File: config.mk
export PLATFORM = sky130hd
export DESIGN_NAME = seven_seg_scan
export DESIGN_NICKNAME = d
export VERILOG_FILES = /design/src/rtl/seven_seg_scan_pkg.sv /design/src/rtl/seven_seg_dec.sv /design/src/rtl/seven_seg_scan.sv
export SDC_FILE = /design/constraint.sdc
export NUM_CORES = 1
export LEC_CHECK = 0
export ABC_AREA = 0
export CAP_MARGIN = 20
export CORE_ASPECT_RATIO = 2
export CORE_MARGIN = 4
export CORE_UTILIZATION = 50
export CTS_CLUSTER_DIAMETER = 80
export DETAILED_ROUTE_END_ITERATION = 12
export MAX_ROUTING_LAYER = met4
export PLACE_DENSITY = 0.73
export SETUP_SLACK_MARGIN = 0.5
export SLEW_MARGIN = 0
export SYNTH_ARGS = -nofsm -noshare
export SYNTH_HDL_FRONTEND = slang
export SYNTH_HIERARCHICAL = 1
export SYNTH_SLANG_ARGS = --single-unit
File: constraint.sdc
create_clock -name clk -period 2.62 [get_ports clk]
set_clock_uncertainty 0.2 [all_clocks]
set_input_delay 0.262 -clock clk [delete_from_list [all_inputs] [get_ports clk]]
set_output_delay 0.262 -clock clk [all_outputs]
set_load 0.005 [all_outputs]
File: src/rtl/seven_seg_scan_pkg.sv
// rtl/seven_seg_scan_pkg.sv - shared segment codes and sizing helper for the seven-segment scanner
// Contents:
//   seg_t        7-bit segment vector {g,f,e,d,c,b,a}, active high
//   SEG_0..SEG_F glyphs for codes 0-15, SEG_BLANK all segments off
//   width_min1   $clog2 that never returns less than 1
package seven_seg_scan_pkg;

  typedef logic [6:0] seg_t;

  localparam seg_t SEG_BLANK = 7'b0000000;
  localparam seg_t SEG_0     = 7'b0111111;
  localparam seg_t SEG_1     = 7'b0000110;
  localparam seg_t SEG_2     = 7'b1011011;
  localparam seg_t SEG_3     = 7'b1001111;
  localparam seg_t SEG_4     = 7'b1100110;
  localparam seg_t SEG_5     = 7'b1101101;
  localparam seg_t SEG_6     = 7'b1111101;
  localparam seg_t SEG_7     = 7'b0000111;
  localparam seg_t SEG_8     = 7'b1111111;
  localparam seg_t SEG_9     = 7'b1101111;
  localparam seg_t SEG_A     = 7'b1110111;
  localparam seg_t SEG_B     = 7'b1111100;
  localparam seg_t SEG_C     = 7'b0111001;
  localparam seg_t SEG_D     = 7'b1011110;
  localparam seg_t SEG_E     = 7'b1111001;
  localparam seg_t SEG_F     = 7'b1110001;

  // Counters sized for a range of 1 still need one bit to be legal vectors.
  function automatic int width_min1(input int n);
    return (n > 1) ? $clog2(n) : 1;
  endfunction

endpackage

File: src/rtl/seven_seg_dec.sv
// rtl/seven_seg_dec.sv - combinational 4-bit code to seven-segment decoder
// Ports:
//   code_i    4-bit digit code
//   hex_en_i  1 = codes 10-15 show A-F, 0 = codes 10-15 are blank
//   seg_o     segments {g,f,e,d,c,b,a}, active high
module seven_seg_dec
  import seven_seg_scan_pkg::*;
(
  input  logic [3:0] code_i,
  input  logic       hex_en_i,
  output seg_t       seg_o
);

  always_comb begin
    seg_o = SEG_BLANK;
    case (code_i)
      4'h0: seg_o = SEG_0;
      4'h1: seg_o = SEG_1;
      4'h2: seg_o = SEG_2;
      4'h3: seg_o = SEG_3;
      4'h4: seg_o = SEG_4;
      4'h5: seg_o = SEG_5;
      4'h6: seg_o = SEG_6;
      4'h7: seg_o = SEG_7;
      4'h8: seg_o = SEG_8;
      4'h9: seg_o = SEG_9;
      4'hA: seg_o = hex_en_i ? SEG_A : SEG_BLANK;
      4'hB: seg_o = hex_en_i ? SEG_B : SEG_BLANK;
      4'hC: seg_o = hex_en_i ? SEG_C : SEG_BLANK;
      4'hD: seg_o = hex_en_i ? SEG_D : SEG_BLANK;
      4'hE: seg_o = hex_en_i ? SEG_E : SEG_BLANK;
      4'hF: seg_o = hex_en_i ? SEG_F : SEG_BLANK;
      default: seg_o = SEG_BLANK;
    endcase
  end

endmodule

File: src/rtl/seven_seg_scan.sv
// rtl/seven_seg_scan.sv - multiplexed seven-segment display scanner with frame-synchronous update
// Ports:
//   clk       clock, rising edge
//   rst       synchronous active-high reset
//   in        4*DIGITS digit codes, digit 0 in bits [3:0]
//   dp_in     DIGITS decimal-point requests
//   load      one-cycle strobe capturing in/dp_in into the pending register
//   en        display enable; 0 blanks outputs and freezes the scan
//   lz_blank  suppress leading zero digits (never digit 0)
//   seg       registered segments {g,f,e,d,c,b,a}
//   dp        registered decimal point of the driven digit
//   an        registered one-hot digit select
//   frame     one-cycle pulse when the scan index wraps to digit 0
module seven_seg_scan
  import seven_seg_scan_pkg::*;
#(
  parameter int DIGITS   = 4,
  parameter int PRESCALE = 1000,
  parameter int HEX      = 1
) (
  input  logic                  clk,
  input  logic                  rst,
  input  logic [4*DIGITS-1:0]   in,
  input  logic [DIGITS-1:0]     dp_in,
  input  logic                  load,
  input  logic                  en,
  input  logic                  lz_blank,
  output logic [6:0]            seg,
  output logic                  dp,
  output logic [DIGITS-1:0]     an,
  output logic                  frame
);

  localparam int   CNT_W  = width_min1(PRESCALE);
  localparam int   IDX_W  = width_min1(DIGITS);
  localparam logic HEX_EN = (HEX != 0);

  logic [CNT_W-1:0]    cnt_q, cnt_d;
  logic [IDX_W-1:0]    idx_q, idx_d;
  logic [4*DIGITS-1:0] pend_code_q, pend_code_d;
  logic [DIGITS-1:0]   pend_dp_q, pend_dp_d;
  logic [4*DIGITS-1:0] disp_code_q, disp_code_d;
  logic [DIGITS-1:0]   disp_dp_q, disp_dp_d;
  seg_t                seg_q, seg_d;
  logic                dp_q, dp_d;
  logic [DIGITS-1:0]   an_q, an_d;
  logic                frame_q, frame_d;

  logic                digit_done;
  logic                wrap;
  logic [3:0]          cur_code;
  logic                cur_dp;
  logic                cur_lead;
  logic                lead_run;
  seg_t                dec_seg;

  // Scan timing: the counter and index only move while enabled.
  always_comb begin
    digit_done = en && (cnt_q == CNT_W'(PRESCALE - 1));
    wrap       = digit_done && (idx_q == IDX_W'(DIGITS - 1));
    cnt_d      = cnt_q;
    idx_d      = idx_q;
    if (en) begin
      if (digit_done) begin
        cnt_d = '0;
        idx_d = wrap ? '0 : idx_q + IDX_W'(1);
      end else begin
        cnt_d = cnt_q + CNT_W'(1);
      end
    end
  end

  // Double buffering: pending takes every load, displayed changes only at the
  // wrap. Feeding displayed from pend_*_d lets a load on the wrap cycle land in
  // the frame that starts right then.
  always_comb begin
    pend_code_d = load ? in    : pend_code_q;
    pend_dp_d   = load ? dp_in : pend_dp_q;
    disp_code_d = wrap ? pend_code_d : disp_code_q;
    disp_dp_d   = wrap ? pend_dp_d   : disp_dp_q;
  end

  // Digit mux plus leading-zero detection. lead_run stays high while every
  // digit from the top down to k is zero; digit 0 is never treated as leading.
  always_comb begin
    cur_code = 4'd0;
    cur_dp   = 1'b0;
    cur_lead = 1'b0;
    lead_run = 1'b1;
    for (int k = DIGITS - 1; k >= 0; k--) begin
      lead_run = lead_run && (disp_code_q[4*k +: 4] == 4'd0);
      if (idx_q == IDX_W'(k)) begin
        cur_code = disp_code_q[4*k +: 4];
        cur_dp   = disp_dp_q[k];
        cur_lead = lead_run && (k != 0);
      end
    end
  end

  seven_seg_dec u_dec (
    .code_i   (cur_code),
    .hex_en_i (HEX_EN),
    .seg_o    (dec_seg)
  );

  // Outputs are registered from the current index, giving one cycle of lag.
  always_comb begin
    seg_d = SEG_BLANK;
    dp_d  = 1'b0;
    an_d  = '0;
    if (en) begin
      seg_d = (lz_blank && cur_lead) ? SEG_BLANK : dec_seg;
      dp_d  = cur_dp;
      for (int k = 0; k < DIGITS; k++) begin
        an_d[k] = (idx_q == IDX_W'(k));
      end
    end
    frame_d = wrap;
  end

  always_ff @(posedge clk) begin
    if (rst) begin
      cnt_q       <= '0;
      idx_q       <= '0;
      pend_code_q <= '0;
      pend_dp_q   <= '0;
      disp_code_q <= '0;
      disp_dp_q   <= '0;
      seg_q       <= SEG_BLANK;
      dp_q        <= 1'b0;
      an_q        <= '0;
      frame_q     <= 1'b0;
    end else begin
      cnt_q       <= cnt_d;
      idx_q       <= idx_d;
      pend_code_q <= pend_code_d;
      pend_dp_q   <= pend_dp_d;
      disp_code_q <= disp_code_d;
      disp_dp_q   <= disp_dp_d;
      seg_q       <= seg_d;
      dp_q        <= dp_d;
      an_q        <= an_d;
      frame_q     <= frame_d;
    end
  end

  assign seg   = seg_q;
  assign dp    = dp_q;
  assign an    = an_q;
  assign frame = frame_q;

endmodule
==> results_dict.tcl <==
set metrics [dict create \
    status "complete, no violations" \
    max_freq_mhz 448.4 \
    setup_viol_count_final 0 \
    cts_sinks 65 \
    clockRootBuffer "clkbuf_16" \
    cp_data_arrival_time_ns 2.23 \
    final_nets 413 \
    drc 0 \
    final_cells 448 \
    worst_r2r_startpoint "idx_q[0]" \
    final_cell_mix "dfxtp_1 (61), clkdlybuf4s50_1 (37), nor2_1 (35), nand2_1 (24)" \
    n_fill_cell 437 \
    hpwlAfterDp_um 4554 \
    dp_worst_setup_slack_ns 0.1851 \
    rsz0062_at_grt "yes" \
    r2r_cells 11 \
    synth-async-reset-ratio_pct 0 \
    start_util_pct 52.15 \
    fin_ws_ns 0.3899 \
    hp-start "cnt_q[9]" \
    setup_tns_ns 0 \
    period_share_pct 85.12 \
    antenna_found_initial 0 \
    p_switching_mw 0.4640 \
    switching_share_pct 20.55 \
    io_pins 38 \
    clockPowerShare_pct 48.8 \
    grt_overflow 0 \
    core-area_um2 5758 \
    clk_pin_slew_worst_paths_ns 0.05 \
    synth_flop_cell "dfxtp_1" \
    p_comb_share_pct 5.9 \
    place.gp.congestion 0.9048 \
    max-cap-violations 0 \
    tritoncts "done" \
    wl_per_cell_um 15.74 \
    synth_cell_types 45 \
    crit_type "reg2reg" \
    num_rows 39 \
    clock_path_buffers 2 \
    yosys_warnings 6 \
    die_w_um 62.80 \
    grt_max_degree 35 \
    multi_input_area_um2 1733 \
    min_to "cnt_q[9]" \
    wl_um 7050 \
    num_vias 2470 \
    seqPwrFrac_pct 45.3 \
    seqCellArea_um2 1314 \
    hold_depth 2 \
    end_kind "flop" \
    fin_util_pct 70.84 \
    cts.htree.levels 3 \
    hold_class "reg2reg" \
    dp.cells 414 \
    worst-path-max-fanout 6 \
    final_common_cell "dfxtp_1" \
    synth-seq-cells 65 \
    ff2ff_setup_slack_ns 0.39 \
    via_per_inst 5.513 \
    insertion_delay_ns 0.33 \
    first_global_vias 2431 \
    total_power_mw 2.258 \
    r2r-end "seg[3]" \
    synthesis.instances 318 \
    antennaDiodeCount 0 \
    cellPowerDensity_nw_per_um2 553.5 \
    die_h_um 117.6 \
    worstPathRequired_ns 2.62 \
    drt_iter0_drc 119 \
    peakVddDrop_mv 0.4266 \
    grt_first_pass_wirelength_um 11450 \
    hold_viol 0 \
    power_leakage_nw 1.689 \
    slew_viol_final 0 \
    cp-start-kind "flop" \
    final_antenna_net_count 0 \
    synth_edf_count 0 \
    ys_seq_area_share_pct 43.33 \
    grt.total_usage_pct 20.38 \
    fin_crit_ns 2.230 \
    cts_buffers 9 \
    drive_gt1_share_pct 25.06 \
    syn_area_per_cell_um2 9.443 \
    p_int_mw 1.794 \
    firstDrtPassIters 4 \
    area_delta_synth_final_pct 35.83 \
    syn_area_um2 3003 \
    die-area_um2 7385 \
    port_buffers 37 \
]
==> critical path, stage by stage, from the launching register on <==
cell and delay (ns):
dfxtp_4 0.37, inv_4 0.08, ha_4 0.18, buf_4 0.15
o21ai_1 0.06, a22o_1 0.23, buf_6 0.14, or3_4 0.38
a21boi_2 0.15, a21oi_2 0.06, nand2_1 0.07, a21oi_1 0.04
==> through the flow <==
step                hold slack (ns)  cell area (µm²)
floorplan                    0.1819             3093
global placement             0.2634             3507
detailed placement           0.2754             3507
CTS                          0.2820             3921
global route                 0.3245             4079
finish                       0.2818             4079
==> metal layers <==
metal,wire length (µm),part of all wire [%],track usage [%],vias up
met5,0,0,-,-
met4,186,2.6,11.07,0
met3,220,3.1,4.298,12
met2,3991,57,36.45,57
met1,2651,38,20.11,1173
li1,-,-,-,1228
==> state kept, by name (all words and copies together) (netlist names) <==
register,cells
disp_dp_q,4
idx_q,2
disp_code_q,16
pend_dp_q,4
seg,7
pend_code_q,16
an,4
dp,1
frame,1
cnt_q,10
==> synthesized netlist by cell type (2+ instances only) <==
cell type	number	area [µm²]
a21oi_1	27	135.1
a221o_1	2	20.02
a22o_1	5	43.79
and2_1	4	25.02
and3_1	2	12.51
buf_1	3	11.26
buf_4	2	15.01
buf_6	3	33.78
clkbuf_1	10	37.54
dfxtp_1	65	1301
ha_1	5	62.56
inv_1	12	45.04
mux2_2	2	22.52
mux2_4	20	300.3
mux2i_1	21	210.2
nand2_1	26	97.59
nand2b_1	2	12.51
nand3_1	3	15.01
nand3b_1	4	30.03
nand4_1	3	18.77
nor2_1	35	131.4
nor2b_1	18	112.6
nor4_1	3	18.77
o21ai_0	10	50.05
o22ai_1	3	18.77
o31ai_1	2	15.01
o41ai_1	2	17.52
or3_1	4	25.02
or4_1	2	15.01
xor2_1	3	26.28
==> how the worst max path moves through the flow <==
| stage | cells past startpoint | start | endpoint | slack, ns |
|---|---|---|---|---|
| CTS | 11 | idx_q[0] | seg[3] | 0.42 |
| global placement | 4 | en | disp_code_q[9] | 0.25 |
| floorplan | 12 | idx_q[0] | seg[3] | 0.47 |
| global route | 11 | idx_q[0] | seg[3] | 0.31 |
| detailed placement | 4 | en | disp_code_q[2] | 0.19 |
| finish | 11 | idx_q[0] | seg[3] | 0.39 |
==> cell families after synthesis <==
| group | synth area share (%) |
|---|---|
| AO/OA/AOI/OAI | 11.67 |
| XOR/XNOR | 0.8752 |
| adder cells (fa/ha/maj) | 2.083 |
| buffers and inverters | 4.916 |
| flip-flops | 43.33 |
| multiplexers | 17.75 |
| other | 0.1249 |
| AND/OR/NAND/NOR | 19.25 |
==> repair_timing <==
item / in CTS / in global routing
resized for setup: 18 / 22
cloned: 3 / 0
setup endpoints to repair: 27 / 27
setup buffers: 6 / 10
hold buffers: 0 / 0
pin swaps: 8 / 10
==> power by group through the flow <==
stage / logic (mW) / registers, mW / clock network (mW)
after floorplan: 0.0613 / 1.04 / 0
after global placement: 0.130 / 1.04 / 0
after detailed placement: 0.133 / 1.04 / 0
after CTS: 0.133 / 1.02 / 1.13
after global routing: 0.148 / 1.02 / 1.17
final: 0.133 / 1.02 / 1.10
==> layout make-up <==
| type | instances | area share, % |
|---|---|---|
| tap | 61 | 1.871 |
| clock buffer | 12 | 6.534 |
| sequential | 65 | 32.21 |
| multi-input combinational | 231 | 42.48 |
| inverter | 12 | 1.227 |
| clock inverter | 3 | 0.3681 |
| timing repair buffer | 64 | 15.31 |
No activity file was read; power rests on OpenSTA's default activity.
